<file path="config.mk">
export PLATFORM = sky130hd
export DESIGN_NAME = mips_wb_unit
export DESIGN_NICKNAME = d
export VERILOG_FILES = /design/src/rtl/mips_wb_unit_pkg.sv /design/src/rtl/mips_wb_decode.sv /design/src/rtl/mips_wb_unit.sv
export SDC_FILE = /design/constraint.sdc
export NUM_CORES = 1
export LEC_CHECK = 0
export ABC_AREA = 1
export CAP_MARGIN = 20
export CORE_UTILIZATION = 40
export CTS_BUF_LIST = sky130_fd_sc_hd__clkbuf_4
export DETAILED_ROUTE_END_ITERATION = 10
export PLACE_DENSITY = 0.82
export SETUP_SLACK_MARGIN = 0.4
export SYNTH_ARGS = -nofsm -noshare
export SYNTH_HDL_FRONTEND = slang
export SYNTH_SLANG_ARGS = --single-unit
</file>
<file path="constraint.sdc">
create_clock -name CLK -period 4.8 [get_ports CLK]
set_input_delay 0.48 -clock CLK [delete_from_list [all_inputs] [get_ports CLK]]
set_output_delay 0.48 -clock CLK [all_outputs]
set_load 0.1 [all_outputs]
</file>
<file path="src/rtl/mips_wb_unit_pkg.sv">
// mips_wb_unit_pkg: MIPS opcode/funct constants, write-back instruction classes and FSM state encodings
package mips_wb_unit_pkg;
    localparam logic [5:0] OP_RFORM = 6'h00;
    localparam logic [5:0] OP_J     = 6'h02;
    localparam logic [5:0] OP_JAL   = 6'h03;
    localparam logic [5:0] OP_BEQ   = 6'h04;
    localparam logic [5:0] OP_BNE   = 6'h05;
    localparam logic [5:0] OP_ADDI  = 6'h08;
    localparam logic [5:0] OP_ADDIU = 6'h09;
    localparam logic [5:0] OP_SLTI  = 6'h0a;
    localparam logic [5:0] OP_SLTIU = 6'h0b;
    localparam logic [5:0] OP_ANDI  = 6'h0c;
    localparam logic [5:0] OP_ORI   = 6'h0d;
    localparam logic [5:0] OP_XORI  = 6'h0e;
    localparam logic [5:0] OP_LW    = 6'h23;
    localparam logic [5:0] OP_SW    = 6'h2b;
    localparam logic [5:0] F_SLL    = 6'h00;
    localparam logic [5:0] F_SRL    = 6'h02;
    localparam logic [5:0] F_SRA    = 6'h03;
    localparam logic [5:0] F_SLLV   = 6'h04;
    localparam logic [5:0] F_SRLV   = 6'h06;
    localparam logic [5:0] F_SRAV   = 6'h07;
    localparam logic [5:0] F_JR     = 6'h08;
    localparam logic [5:0] F_JALR   = 6'h09;
    localparam logic [5:0] F_ADD    = 6'h20;
    localparam logic [5:0] F_ADDU   = 6'h21;
    localparam logic [5:0] F_SUB    = 6'h22;
    localparam logic [5:0] F_SUBU   = 6'h23;
    localparam logic [5:0] F_AND    = 6'h24;
    localparam logic [5:0] F_OR     = 6'h25;
    localparam logic [5:0] F_XOR    = 6'h26;
    localparam logic [5:0] F_NOR    = 6'h27;
    localparam logic [5:0] F_SLT    = 6'h2a;
    localparam logic [5:0] F_SLTU   = 6'h2b;
    typedef enum logic [2:0] {CL_NONE, CL_RES, CL_PC, CL_LOAD, CL_STORE} wb_class_t;
    typedef enum logic [1:0] {IDLE = 2'd0, MEM = 2'd1, WB = 2'd2} wb_state_t;
endpackage

</file>
<file path="src/rtl/mips_wb_decode.sv">
// mips_wb_decode: classifies the retiring instruction and picks its destination register
//   ins  in  32  retiring instruction
//   cls  out     write-back class (NONE/RES/PC/LOAD/STORE)
//   wadr out 5   destination: rd for R-form, rt for I-type, 31 for JAL
module mips_wb_decode
    import mips_wb_unit_pkg::*;
(
    input  logic [31:0] ins,
    output wb_class_t   cls,
    output logic [4:0]  wadr
);
    logic [5:0] op;
    logic [5:0] funct;
    logic       unused_bits;
    assign op = ins[31:26];
    assign funct = ins[5:0];
    assign unused_bits = ^{ins[25:21], ins[10:6]};
    always_comb begin
        cls = CL_NONE;
        wadr = ins[20:16];
        if (op == OP_RFORM) begin
            wadr = ins[15:11];
            case (funct)
                F_ADD, F_ADDU, F_SUB, F_SUBU, F_AND, F_OR, F_XOR, F_NOR,
                F_SLT, F_SLTU, F_SLL, F_SRL, F_SRA, F_SLLV, F_SRLV, F_SRAV: cls = CL_RES;
                F_JALR:  cls = CL_PC;
                default: cls = CL_NONE;
            endcase
        end else begin
            case (op)
                OP_ADDI, OP_ADDIU, OP_SLTI, OP_SLTIU, OP_ANDI, OP_ORI, OP_XORI: cls = CL_RES;
                OP_JAL: begin
                    cls = CL_PC;
                    wadr = 5'd31;
                end
                OP_LW:   cls = CL_LOAD;
                OP_SW:   cls = CL_STORE;
                default: cls = CL_NONE;
            endcase
        end
    end
endmodule

</file>
<file path="src/rtl/mips_wb_unit.sv">
// mips_wb_unit: write-back stage driving the register-file write port, with LW/SW memory handshake and timeout
//   CLK, RST                      clock, synchronous active-high reset
//   IN_VALID, Ins, Result,
//   nextPC, Rdata2                retiring instruction and its operands
//   DMEM_REQ/WE/ADDR/WDATA out    data-memory request, held until DMEM_ACK
//   DMEM_RDATA, DMEM_ACK   in     data-memory response
//   WE, WADR, Wdata        out    register-file write port
//   STALL                  out    front-end hold while a memory access is in flight
//   ERR                    out    sticky memory-timeout flag
module mips_wb_unit
    import mips_wb_unit_pkg::*;
#(
    parameter int TIMEOUT = 16,
    parameter int CNT_W   = 5
) (
    input  logic        CLK,
    input  logic        RST,
    input  logic        IN_VALID,
    input  logic [31:0] Ins,
    input  logic [31:0] Result,
    input  logic [31:0] nextPC,
    input  logic [31:0] Rdata2,
    output logic        DMEM_REQ,
    output logic        DMEM_WE,
    output logic [31:0] DMEM_ADDR,
    output logic [31:0] DMEM_WDATA,
    input  logic [31:0] DMEM_RDATA,
    input  logic        DMEM_ACK,
    output logic        WE,
    output logic [4:0]  WADR,
    output logic [31:0] Wdata,
    output logic        STALL,
    output logic        ERR
);
    localparam logic [CNT_W-1:0] CNT_LAST = CNT_W'(TIMEOUT - 1);
    wb_state_t        state, state_n;
    wb_class_t        cls;
    logic [4:0]       dec_wadr, wadr_n;
    logic [CNT_W-1:0] cnt, cnt_n;
    logic             req_n, dwe_n, we_n, err_n, mem_op;
    logic [31:0]      addr_n, wdat_n, wdata_n;
    mips_wb_decode u_dec (.ins(Ins), .cls(cls), .wadr(dec_wadr));
    assign mem_op = (cls == CL_LOAD) || (cls == CL_STORE);
    // Raised combinationally in the accept cycle so the next instruction is held off immediately
    assign STALL = (state != IDLE) || (IN_VALID && mem_op);
    always_ff @(posedge CLK) begin
        if (RST) begin
            state <= IDLE;
            cnt <= '0;
            DMEM_REQ <= 1'b0;
            DMEM_WE <= 1'b0;
            DMEM_ADDR <= '0;
            DMEM_WDATA <= '0;
            WE <= 1'b0;
            WADR <= '0;
            Wdata <= '0;
            ERR <= 1'b0;
        end else begin
            state <= state_n;
            cnt <= cnt_n;
            DMEM_REQ <= req_n;
            DMEM_WE <= dwe_n;
            DMEM_ADDR <= addr_n;
            DMEM_WDATA <= wdat_n;
            WE <= we_n;
            WADR <= wadr_n;
            Wdata <= wdata_n;
            ERR <= err_n;
        end
    end
    always_comb begin
        state_n = state;
        cnt_n = cnt;
        req_n = DMEM_REQ;
        dwe_n = DMEM_WE;
        addr_n = DMEM_ADDR;
        wdat_n = DMEM_WDATA;
        we_n = 1'b0;
        wadr_n = WADR;
        wdata_n = Wdata;
        err_n = ERR;
        case (state)
            IDLE: if (IN_VALID) begin
                wadr_n = dec_wadr;
                if (mem_op) begin
                    state_n = MEM;
                    cnt_n = '0;
                    req_n = 1'b1;
                    dwe_n = cls == CL_STORE;
                    addr_n = Result;
                    wdat_n = Rdata2;
                end else if (cls == CL_RES || cls == CL_PC) begin
                    we_n = dec_wadr != 5'd0;
                    wdata_n = cls == CL_PC ? nextPC : Result;
                end
            end
            // ACK is checked before the timeout so an ACK on the last allowed cycle succeeds
            MEM: if (DMEM_ACK) begin
                req_n = 1'b0;
                state_n = DMEM_WE ? IDLE : WB;
                we_n = !DMEM_WE && WADR != 5'd0;
                wdata_n = DMEM_WE ? Wdata : DMEM_RDATA;
            end else if (cnt == CNT_LAST) begin
                req_n = 1'b0;
                err_n = 1'b1;
                state_n = IDLE;
            end else begin
                cnt_n = cnt + 1'b1;
            end
            default: state_n = IDLE;
        endcase
    end
endmodule

</file>
# After elaboration in Yosys (flattened, before gate mapping)
# Memories as Yosys holds them, arrays and structs flattened.
# Cells that the tools add are included.
dict set report totals {
  n_memories 1
  latch_bits 0
  ram_bits 0
  inputBits 164
  output_inout_bits 106
  rom_bits 128
  ff_bits 112
  elab_cells 90
}
dict set report op_classes {
  n_mul 0
  addsub 1
  div_mod_pow 0
  order_cmp 0
  mux 32
  n_shift 0
  bitwise 1
  reduce_logical 20
  eq_ne 25
}
# memory words width rd rd_ports_with_merged_regs wr line
set mem_list {}
lappend mem_list {{(no name shown)} 64 2 1 0 0 mips_wb_decode.sv:23} ;# case (funct)
# op count
set ops {}
lappend ops {{two-way mux 32 bit} 6}
lappend ops {{one-hot mux 32 bit (2 select lines)} 1}
lappend ops {{equality test 6 x 4 -> 1 bit (second input constant)} 7}
lappend ops {{two-way mux 5 bit} 6}
lappend ops {{inequality test 2 bit (second input constant)} 8}
lappend ops {{equality test 6 bit (second input constant)} 2}
lappend ops {{one-hot mux 3 bit (4 select lines)} 1}
lappend ops {{two-way mux 2 bit} 5}
lappend ops {{one-hot mux 5 bit (2 select lines)} 1}
lappend ops {{nonzero test 5 bit} 2}
lappend ops {{AND reduction 3 bit} 3}
lappend ops {{two-way mux 1 bit} 8}
lappend ops {{OR reduction 7 bit} 1}
lappend ops {{equality test 3 x 2 -> 1 bit (second input constant)} 2}
lappend ops {{equality test 6 x 2 -> 1 bit (second input constant)} 1}
lappend ops {{logical NOT 6 bit} 1}
lappend ops {{AND reduction 6 bit} 1}
lappend ops {{adder 5 x 1 -> 5 bit (second input constant)} 1}
lappend ops {{equality test 5 x 4 -> 1 bit (second input constant)} 1}
lappend ops {{AND reduction 5 bit} 1}
lappend ops {{one-hot mux 1 bit (2 select lines)} 2}
lappend ops {{one-hot mux 2 bit (2 select lines)} 1}
lappend ops {{AND reduction 4 bit} 1}
lappend ops {{nonzero test 2 bit} 2}
lappend ops {{other kinds (11)} 14}

# Longest topological paths before layout
# Gate-level depths: netlist (run 1).
dict set report logic_depth {
  word_depth 10
  ltp_mapped 13
  mapped_depth_nobuf 12
}

# Cells and area by module
# Synthesis (run 1) repeated with hierarchy kept, for this count alone.
dict set report hier_totals {
  cells_unflattened 841
  hier_area_um2 5512.8
}
# module n_inst cells_each area_each_um2 seq_area_each_um2
set by_module_without_submodules {}
lappend by_module_without_submodules {mips_wb_unit 1 779 5231.3 2242.2}
lappend by_module_without_submodules {mips_wb_decode 1 62 281.5 0.0}

# Worst setup path after synthesis (run 1)
# OpenSTA, ideal clock, no wires.
dict set report synth_path {
  path_kind {input -> output}
  from {input Ins[28]}
  to {output STALL}
  path_slack_ps 2645
  stages 7
  n_path_buf 0
  required_time_ps 4320
  arrival_ps 1675
  cell_sequence {nor2_2 nand2_1 nor2_1 inv_1 nand2_1 nand2_1 nand2_1}
}
dict set report synth_between {
  elab_chain_len 8
  word_cells_on_any_way 19
  cone_classes {12 x eq/ne; 2 x mux; 5 x reduce/logical}
}
# item line
set synth_lines {}
lappend synth_lines {{start: declaration} mips_wb_unit.sv:19} ;# input logic [31:0] Ins,
lappend synth_lines {{equality test 6 x 4 -> 1 bit} mips_wb_decode.sv:30} ;# case (op)
lappend synth_lines {{OR reduction 7 bit} mips_wb_decode.sv:30}
lappend synth_lines {{one-hot mux 3 bit (4 select lines)} mips_wb_decode.sv:30}
lappend synth_lines {{two-way mux 3 bit *} mips_wb_decode.sv:21} ;# if (op == OP_RFORM) begin
lappend synth_lines {{equality test 3 x 2 -> 1 bit or equality test 3 bit (tied branches)} mips_wb_unit.sv:43} ;# assign mem_op = (cls == CL_LOAD) || (cls == CL_STORE);
lappend synth_lines {{logical OR 1 bit *} mips_wb_unit.sv:43}
lappend synth_lines {{logical AND 1 bit *} mips_wb_unit.sv:45} ;# assign STALL = (state != IDLE) || (IN_VALID && mem_op);
lappend synth_lines {{logical OR 1 bit *} mips_wb_unit.sv:45}
lappend synth_lines {{end: declaration} mips_wb_unit.sv:32} ;# output logic STALL,
# Mark *: on every way between the ends. The rest lies on a longest branch, timed or not.

# Final worst setup path (run 1)
# Ends and elaborated chain as after synthesis.

==> reports/summary.txt, run 1 <==
status: complete, no violations
antenna violations before repair: 0
placed insts: 1235
CP cell instances: clkdlybuf4s50_1 -> nor2_2 -> nand2_1 -> nor2_1 -> inv_1 -> nand2_1 -> nand2_1 -> nand2_1 -> clkdlybuf4s50_1
max incr delay on CP: 1.14 ns
final setup fails: 0
largest net degree at the start of global routing: 65
Starting Density: 0.410
Max Cap Viol: 0
Async SR Flop Fraction: 0
vias in the first global route: 5361
die extent in y: 118 um
CP Data Arrival Time: 2.89 ns
R2R setup slack: 2.29 ns
Slew Limit Fails: 0
Ports: 270
post-route ant nets: 0
commonest cells in the synthesized netlist: nand2_1 (194), nor2_1 (150), inv_1 (124)
first-pass GRT wire length: 26800 um
RSZ-0062 raised after global routing: false
worst setup margin: 1.43 ns
shortest period the worst path allows: 3.37 ns
1st-iter DRT viols: 329
Synth top area share: 0.413
Worst Setup Start Kind: input pin
nets: 1237
DR vias/cell: 4.73
cts bufs inserted: 9
Final Wtd Congestion: 0.819
sequential cell area fraction in the yosys report: 0.413
Worst path most repeated cell: nand2_1
vias: 5919
worst skew pair latency: 0.49 ns
post-CTS resize count: 0
DRC: 0
mux cell area share after synthesis: 0
CP endpoint kind: primary output
Synth area leader: dfxtp_1
CP Launch Point: Ins[28]
1st-pass router iterations: 5
critical path endpoint: STALL
Port-buffer cells: 259
CTS Root Cell: clkbuf_4
Final Power: 1.97 mW
Yosys Warn Count: 0
final WL: 16700 um
Fin Clk Skew: 0.0176 ns
adder and majority cell fraction of the synthesized area: 0.00461
core area: 13200 sq um
fraction of the cycle the final worst path needs: 0.703
most numerous cell in the Yosys netlist: nand2_1
setup bufs post-CTS: 0
met3 routed WL: 1190 um
CP Class: input pin to primary output
n_diodes: 0
overall routing resource usage: 0.240
row count: 42
RR Endpoint: DMEM_ADDR[7]$_SDFFE_PP0P_
placed cell area: 8070 sq um
GRT Residual Overflow: 0
Worst-path clk slew: 0.18 ns
top cells by area, synth: dfxtp_1 (41%), nand2_1 (13%), nor2_1 (10%)
layout cell share with drive strength beyond 1: 0.0362
Most used DFF post-synth: dfxtp_1
Cell Area, Synth: 5420 sq um
cells after synthesis: 843
Leak: 3.69 nW
Max VDD drop: 140 uV
Final Cell Area: 8220 sq um
Post-Layout Cell Count: 1252
worst reg-to-reg path cell count: 9
maximum clock path buffer count: 2
Fmax: 296 MHz
Hold Vio Cnt, Final: 0
Cell Pwr Density: 239 nW/um^2
highest-delay cell along the critical path: clkdlybuf4s50_1
Hold Path Class: register to register
top layer in use: met4
Req. time, crit path: 4.32 ns
area growth from synthesis to layout: 51.5%
largest family of logic cells by synthesized area: simple AND/OR/NAND/NOR gates
Fillers: 1237
RR Startpoint: state[1]$_SDFFE_PP0P_
Post-DP HPWL: 11700 um
die span in x: 118 um
synthesized net count: 1009
CTS hold repair buffers: 0
worst slew pin tran: 1.03 ns
WL met2: 8030 um
DIE AREA: 14000 sq um
post-synthesis compound-gate area fraction: 0.115
EDFF count, synth: 0
#FFs+latches synth: 112
per-cell routed wire length: 13.3 um
setup TNS: 0 ns
# H-tree levels: 3
Synth Area in Simple Gates: 0.336
library cells used by synthesis: 28
Seq. cell area: 2240 sq um
relative slew slack: 0.314
Post-Route M1 WL: 7110 um
CTS tree: built
Multi-input gate area: 2480 sq um
total clock sinks: 112
pre-CTS worst setup slack: 1.37 ns
Synth Area in XOR/XNOR: 0.00161
syn avg cell area: 6.43 sq um
Max Fanout on Critical Path: 4
cell families (layout without fill, tap and decap cells):
group	after synthesis	after routing
AOI/OAI and AO/OA	118	118
xor gates and xnor gates	1	1
buffers and inverters	176	409
and+or+nand+nor	434	434
DFF	112	112
adders and majority gates	2	2
critical path: cells and delay by family:
family | cells | cell delay [ns]
simple gates | 6 | 0.74
buf+inv | 3 | 1.67
how the worst min path moves through the flow:
| stage | start | end | slack, ns | cells after the start |
|---|---|---|---|---|
| floorplan | cnt[3]$_SDFFE_PP0P_ | cnt[3]$_SDFFE_PP0P_ | 0.45 | 2 |
| detailed placement | DMEM_WDATA[12]$_SDFFE_PP0P_ | DMEM_WDATA[12]$_SDFFE_PP0P_ | 0.47 | 2 |
| CTS | Result[3] | DMEM_ADDR[3]$_SDFFE_PP0P_ | 0.49 | 3 |
| finish | DMEM_REQ$_SDFFE_PP0P_ | DMEM_REQ$_SDFFE_PP0P_ | 0.49 | 2 |
| global placement | DMEM_REQ$_SDFFE_PP0P_ | DMEM_REQ$_SDFFE_PP0P_ | 0.45 | 2 |
| global route | Result[16] | DMEM_ADDR[16]$_SDFFE_PP0P_ | 0.51 | 3 |
cell usage in the layout, fill, tap and decap left out, types with 4 or more instances in the layout:
cell,Yosys,layout
inv_1,124,122
nand3_2,4,4
clkbuf_4,0,9
nor2_1,150,150
o21ai_1,6,6
o21ai_0,65,65
nand4_1,33,33
a21oi_1,37,37
nand2_1,194,194
o211ai_1,4,4
dfxtp_1,112,112
nand3_1,41,41
clkdlybuf4s50_1,0,259
buf_4,0,8
layer usage:
metal | vias to the layer above | track usage
li1 | 3078 | -
met1 | 2600 | 0.296
met2 | 217 | 0.409
met3 | 24 | 0.0483
met4 | 0 | 0.0934
met5 | - | 0
where the power goes:
part	internal [mW]	total [mW]	switching [mW]
registers	0.957	0.971	0.0135
logic	0.198	0.520	0.322
clock network	0.123	0.475	0.351
state kept, by name (all words and copies together), names as in the netlist:
register	count
DMEM_WDATA	32
DMEM_WE	1
DMEM_REQ	1
cnt	5
DMEM_ADDR	32
state	2
ERR	1
WADR	5
Wdata	32
WE	1
cell type report:
type,count,share of cell area
clock buffer,9,0.00822
clock inverter,7,0.00822
tap,176,0.0268
sequential,112,0.273
multi-input combinational,555,0.302
inverter,125,0.0571
timing repair buffer,268,0.325
through the flow:
| stage | utilization | hold WS [ns] |
|---|---|---|
| floorplan | - | 0.451 |
| global placement | 0.609 | 0.452 |
| detailed placement | 0.609 | 0.471 |
| CTS | 0.619 | 0.487 |
| global route | 0.620 | 0.508 |
| finish | 0.620 | 0.491 |
No activity file was read; power rests on OpenSTA's default activity.
==> run 2: changes to the inputs <==
--- a/config.mk
+++ b/config.mk
@@ -7,10 +7,10 @@
 export LEC_CHECK = 0
 export ABC_AREA = 1
 export CAP_MARGIN = 20
-export CORE_UTILIZATION = 40
+export CORE_UTILIZATION = 38
 export CTS_BUF_LIST = sky130_fd_sc_hd__clkbuf_4
 export DETAILED_ROUTE_END_ITERATION = 10
-export PLACE_DENSITY = 0.82
+export PLACE_DENSITY = 0.81
 export SETUP_SLACK_MARGIN = 0.4
 export SYNTH_ARGS = -nofsm -noshare
 export SYNTH_HDL_FRONTEND = slang
==> constraint.sdc (replaced) <==
create_clock -name CLK -period 2.9 [get_ports CLK]
set_input_delay 0.29 -clock CLK [delete_from_list [all_inputs] [get_ports CLK]]
set_output_delay 0.29 -clock CLK [all_outputs]
set_load 0.1 [all_outputs]
==> reports/summary.txt, run 2 (synthesized netlist as in run 1, its figures left out) <==
Slew Limit Fails: 0 (unchanged)
worst reg-to-reg path cell count: 8 (-1)
largest net degree at the start of global routing: 55 (-15%)
post-CTS resize count: 0 (unchanged)
fraction of the cycle the final worst path needs: 0.725
total clock sinks: 112 (unchanged)
Req. time, crit path: 3.33 ns (-0.99 ns)
Max Cap Viol: 0 (unchanged)
post-layout util: 0.581 (-0.0398)
status: complete, no violations
die span in x: 121 um (+2.6%)
Worst Setup Start Kind: register
relative slew slack: 0.506 (+0.193)
row count: 43 (+2.4%)
CTS tree: built
1st-pass router iterations: 4 (-1)
pre-CTS worst setup slack: 0.432 ns (-0.940 ns)
highest-delay cell along the critical path: buf_4
Port-buffer cells: 259 (unchanged)
per-cell routed wire length: 13.5 um (+1.5%)
cts bufs inserted: 9 (unchanged)
CP cell instances: nor2_1 -> nand2_1 -> inv_1 -> nand2_1 -> inv_2 -> buf_4 -> o21ai_0 -> a21oi_1
Fmax: 476 MHz
shortest period the worst path allows: 2.10 ns
vias: 5907 (-0.20%)
final setup fails: 0 (unchanged)
CP Data Arrival Time: 2.53 ns (-0.36 ns)
Worst-path clk slew: 0.19 ns (about the same)
Final Wtd Congestion: 0.809 (-1.2%)
area growth from synthesis to layout: 48.6%
Starting Density: 0.391 (-0.0188)
Worst Hold Depth: 3 (+1)
Max VDD drop: 223 uV (+59%)
CP Launch Point: state[1]$_SDFFE_PP0P_
Hold Path Class: input pin to register
GRT Residual Overflow: 0 (unchanged)
layout cell share with drive strength beyond 1: 0.138 (+0.102)
Max Fanout on Critical Path: 42 (+38)
post-route ant nets: 0 (unchanged)
RSZ-0062 raised after global routing: false
hold_ws: 0.346 ns (-0.144 ns)
Leak: 3.95 nW (+6.8%)
die extent in y: 121 um (+2.6%)
Fin Clk Skew: 0.0214 ns (+0.00389 ns)
Cell Pwr Density: 412 nW/um^2 (+72%)
core area: 13900 sq um (+4.8%)
antenna violations before repair: 0 (unchanged)
CP Class: register to register
# H-tree levels: 3 (unchanged)
max incr delay on CP: 0.39 ns (-0.75 ns)
setup bufs post-CTS: 0 (unchanged)
Worst path most repeated cell: nand2_1
final WL: 17000 um (+2.1%)
RR Startpoint: state[1]$_SDFFE_PP0P_
Final Power: 3.32 mW (+69%)
vias in the first global route: 5435 (+1.4%)
Hold Vio Cnt, Final: 0 (unchanged)
nets: 1241 (+0.32%)
DIE AREA: 14800 sq um (+5.2%)
maximum clock path buffer count: 2 (unchanged)
worst setup margin: 0.798 ns (-0.627 ns)
Ports: 270 (unchanged)
setup TNS: 0 ns (unchanged)
CTS Root Cell: clkbuf_4
leading cell type in the layout, fill and taps excluded: nand2_1
1st-iter DRT viols: 298 (-9.4%)
DR vias/cell: 4.69 (-0.84%)
worst slew pin tran: 0.736 ns (-0.290 ns)
biggest regs: DMEM_ADDR: 32 flops, DMEM_WDATA: 32 flops, Wdata: 32 flops
Hold Startpoint: Result[18]
worst skew pair latency: 0.48 ns (about the same)
n_diodes: 0 (unchanged)
CP endpoint kind: register
first-pass GRT wire length: 26700 um (-0.34%)
DRC: 0 (unchanged)
overall routing resource usage: 0.232 (-0.00801)
most frequent cells in the layout: nand2_1 (194), clkdlybuf4s50_1 (153), nor2_1 (150)
CTS hold repair buffers: 0 (unchanged)
Post-DP HPWL: 12000 um (+2.6%)
==> run 2: per-layer routing <==
layer	share of wire	routed length (um)	track usage	up-vias
li1	-	-	-	3092
met1	0.43	7280	0.277	2598
met2	0.48	8240	0.400	195
met3	0.069	1170	0.0512	22
met4	0.020	345	0.0941	0
met5	0	0	0	-
==> run 2: stage by stage <==
step,area [sq um],instances
3_3_place_gp,7910,1244
6_report,8060,1260
2_1_floorplan,5420,843
3_5_place_dp,7910,1244
4_1_cts,8060,1260
5_1_grt,8060,1260
==> run 2: power breakdown <==
| part | total, mW | switching, mW | leakage, nW | internal, mW |
|---|---|---|---|---|
| logic | 0.855 | 0.534 | 2.96 | 0.321 |
| registers | 1.61 | 0.0229 | 0.907 | 1.58 |
| clock network | 0.855 | 0.573 | 0.0806 | 0.281 |
| total | 3.32 | 1.13 | 3.95 | 2.19 |
==> run 2: layout make-up <==
class	instances	area [sq um]
Inverter	125	469
Timing Repair Buffer	272	2490
Clock buffer	9	67.6
Multi-Input combinational cell	555	2480
Clock inverter	7	86.3
Sequential cell	112	2240
Tap cell	180	225
Fill cell	1356	5820
==> run 2: critical path: cells and delay by family, from the launching register on <==
family / cells / cell delay (ns)
AND/OR/NAND/NOR: 3 / 0.60
AO/OA/AOI/OAI: 2 / 0.28
buffers and inverters: 3 / 0.82
flip-flops: 1 / 0.35
==> run 2: path summary, 6_finish.rpt <==
| kind | slack, ns | to |
|---|---|---|
| setup / recovery | 0.80 | DMEM_ADDR[0]$_SDFFE_PP0P_ |
| hold / removal | 0.35 | DMEM_ADDR[18]$_SDFFE_PP0P_ |
| setup reg to reg | 0.80 | DMEM_ADDR[0]$_SDFFE_PP0P_ |
| hold reg to reg | 0.49 | DMEM_REQ$_SDFFE_PP0P_ |
==> run 3: changes to the inputs <==
==> constraint.sdc (replaced) <==
create_clock -name CLK -period 1.85 [get_ports CLK]
set_input_delay 0.185 -clock CLK [delete_from_list [all_inputs] [get_ports CLK]]
set_output_delay 0.185 -clock CLK [all_outputs]
set_load 0.1 [all_outputs]
==> reports/summary.txt, run 3 (synthesized netlist as in run 1, its figures left out) <==
status: complete, no violations
Post-Layout Cell Count: 1332 (+5.7%)
biggest regs: DMEM_ADDR: 32 flops, DMEM_WDATA: 32 flops, Wdata: 32 flops
core area: 13900 sq um (unchanged)
shortest period the worst path allows: 1.61 ns (-0.493 ns)
per-cell routed wire length: 16.8 um (+24%)
CTS Root Cell: clkbuf_4
Cell Pwr Density: 553 nW/um^2 (+34%)
Req. time, crit path: 2.29 ns (-1.04 ns)
most frequent cells in the layout: clkdlybuf4s50_1 (141), buf_4 (139), nand2_1 (138)
# H-tree levels: 3 (unchanged)
RSZ-0062 raised after global routing: true
CP Class: register to register
leading cell type in the layout, fill and taps excluded: clkdlybuf4s50_1
total clock sinks: 112 (unchanged)
final WL: 22300 um (+31%)
n_diodes: 0 (unchanged)
1st-pass router iterations: 5 (+1)
Post-DP HPWL: 12700 um (+5.7%)
Fin Clk Skew: 0.0129 ns (-0.00857 ns)
Fmax: 621 MHz (+31%)
Worst Hold Depth: 6 (+3)
CTS tree: built
Max Cap Viol: 0 (unchanged)
worst skew pair latency: 0.48 ns (about the same)
row count: 43 (unchanged)
Slew Limit Fails: 0 (unchanged)
Max VDD drop: 423 uV (+90%)
layout cell share with drive strength beyond 1: 0.302 (+0.164)
Worst-path clk slew: 0.18 ns (about the same)
hold_ws: 0.213 ns (-0.134 ns)
DR vias/cell: 5.03 (+7.3%)
Port-buffer cells: 259 (unchanged)
Final Wtd Congestion: 0.828 (+2.4%)
antenna violations before repair: 0 (unchanged)
Seq. cell area: 2260 sq um (+0.95%)
Hold Path Class: input pin to register
Starting Density: 0.391 (unchanged)
nets: 1313 (+5.8%)
worst slew pin tran: 0.378 ns (-0.358 ns)
CP endpoint kind: register
maximum clock path buffer count: 2 (unchanged)
overall routing resource usage: 0.281 (+0.0492)
1st-iter DRT viols: 470 (+58%)
relative slew slack: 0.748 (+0.242)
vias in the first global route: 6215 (+14%)
CP Launch Point: state[1]$_SDFFE_PP0P_
Ports: 270 (unchanged)
vias: 6698 (+13%)
area growth from synthesis to layout: 79.6%
DRC: 0 (unchanged)
first-pass GRT wire length: 32000 um (+20%)
final setup fails: 0 (unchanged)
post-route ant nets: 0 (unchanged)
Multi-input gate area: 3040 sq um (+22%)
CTS hold repair buffers: 0 (unchanged)
die extent in y: 121 um (unchanged)
DIE AREA: 14800 sq um (unchanged)
placed insts: 1265 (+1.7%)
fraction of the cycle the final worst path needs: 0.870 (+0.145)
cts bufs inserted: 9 (unchanged)
worst reg-to-reg path cell count: 11 (+3)
Hold Startpoint: Ins[28]
Hold Vio Cnt, Final: 0 (unchanged)
Leak: 4.67 nW (+18%)
largest net degree at the start of global routing: 37 (-33%)
Worst Setup Start Kind: register
RR Startpoint: state[1]$_SDFFE_PP0P_
CP Data Arrival Time: 2.05 ns (-0.48 ns)
die span in x: 121 um (unchanged)
Max Fanout on Critical Path: 2 (-95%)
Fillers: 1099 (-19%)
GRT Residual Overflow: 0 (unchanged)
==> run 3: cell count changes in the layout (fill, tap and decap cells not counted), moves of 13 or more <==
| cell | before | now |
|---|---|---|
| buf_12 | 5 | 19 |
| buf_16 | 0 | 13 |
| buf_4 | 114 | 139 |
| buf_6 | 0 | 17 |
| nand2_1 | 194 | 138 |
| nand2_2 | 0 | 41 |
| nand2_4 | 1 | 16 |
| nor2_1 | 150 | 112 |
| nor2_2 | 2 | 15 |
| nor2_4 | 1 | 26 |
| o21ai_0 | 65 | 52 |
| o21ai_1 | 6 | 19 |
==> run 3: timing repair <==
| action | in CTS | in global routing |
|---|---|---|
| cloned | 13 | 5 |
| setup buffers | 30 | 3 |
| pin swaps | 47 | 46 |
| resized for setup | 146 | 105 |
| endpoints found under the setup margin | 59 | 107 |
==> run 3: worst max-delay path, cell delays in order (launching register included) <==
cell and delay (ns):
dfxtp_2 0.38, inv_2 0.08, nand2_4 0.06, nor3_4 0.14, inv_2 0.08, buf_6 0.12
buf_4 0.12, buf_4 0.13, buf_6 0.11, buf_4 0.12, buf_6 0.11, nor2_4 0.10
==> run 3: through the flow <==
stage | worst slack [ns] | setup TNS (ns) | instance area [sq um] | utilization | power (mW)
final | 0.241 | 0 | 9740 | 0.702 | 5.38
after CTS | 0.290 | 0 | 9280 | 0.668 | 5.32
after floorplan | 0.337 | 0 | 5470 | - | 3.39
after global routing | 0.169 | 0 | 9740 | 0.702 | 5.60
after global placement | -0.193 | -11.00 | 8200 | 0.591 | 3.94
after detailed placement | -0.290 | -13.62 | 8200 | 0.591 | 3.95
==> run 3: area by class of cell <==
type | count | area share
Timing Repair Buffer | 344 | 0.371
Clock buffer | 9 | 0.00693
Clock inverter | 7 | 0.00616
Sequential cell | 112 | 0.232
Inverter | 125 | 0.0492
Tap cell | 180 | 0.0231
Multi-Input combinational cell | 555 | 0.312
==> run 3: metal layers <==
layer	track usage	wire length [um]	part of all wire	vias to the layer above
met4	0.117	790	0.035	0
met3	0.0395	1520	0.068	68
li1	-	-	-	3245
met1	0.348	8690	0.39	3069
met2	0.485	11300	0.51	316
met5	0	0	0	-
==> run 3: where the power goes <==
part / total [mW] / internal [mW] / switching [mW]
clock network: 1.21 / 0.305 / 0.908
logic: 1.65 / 0.664 / 0.985
registers: 2.52 / 2.48 / 0.0425
total: 5.38 / 3.45 / 1.93
==> run 3: path summary, 6_finish.rpt <==
kind / to / slack (ns)
min: DMEM_WE$_SDFFE_PP0P_ / 0.21
max: state[1]$_SDFFE_PP0P_ / 0.24
max reg2reg: state[1]$_SDFFE_PP0P_ / 0.24
min reg2reg: DMEM_REQ$_SDFFE_PP0P_ / 0.49
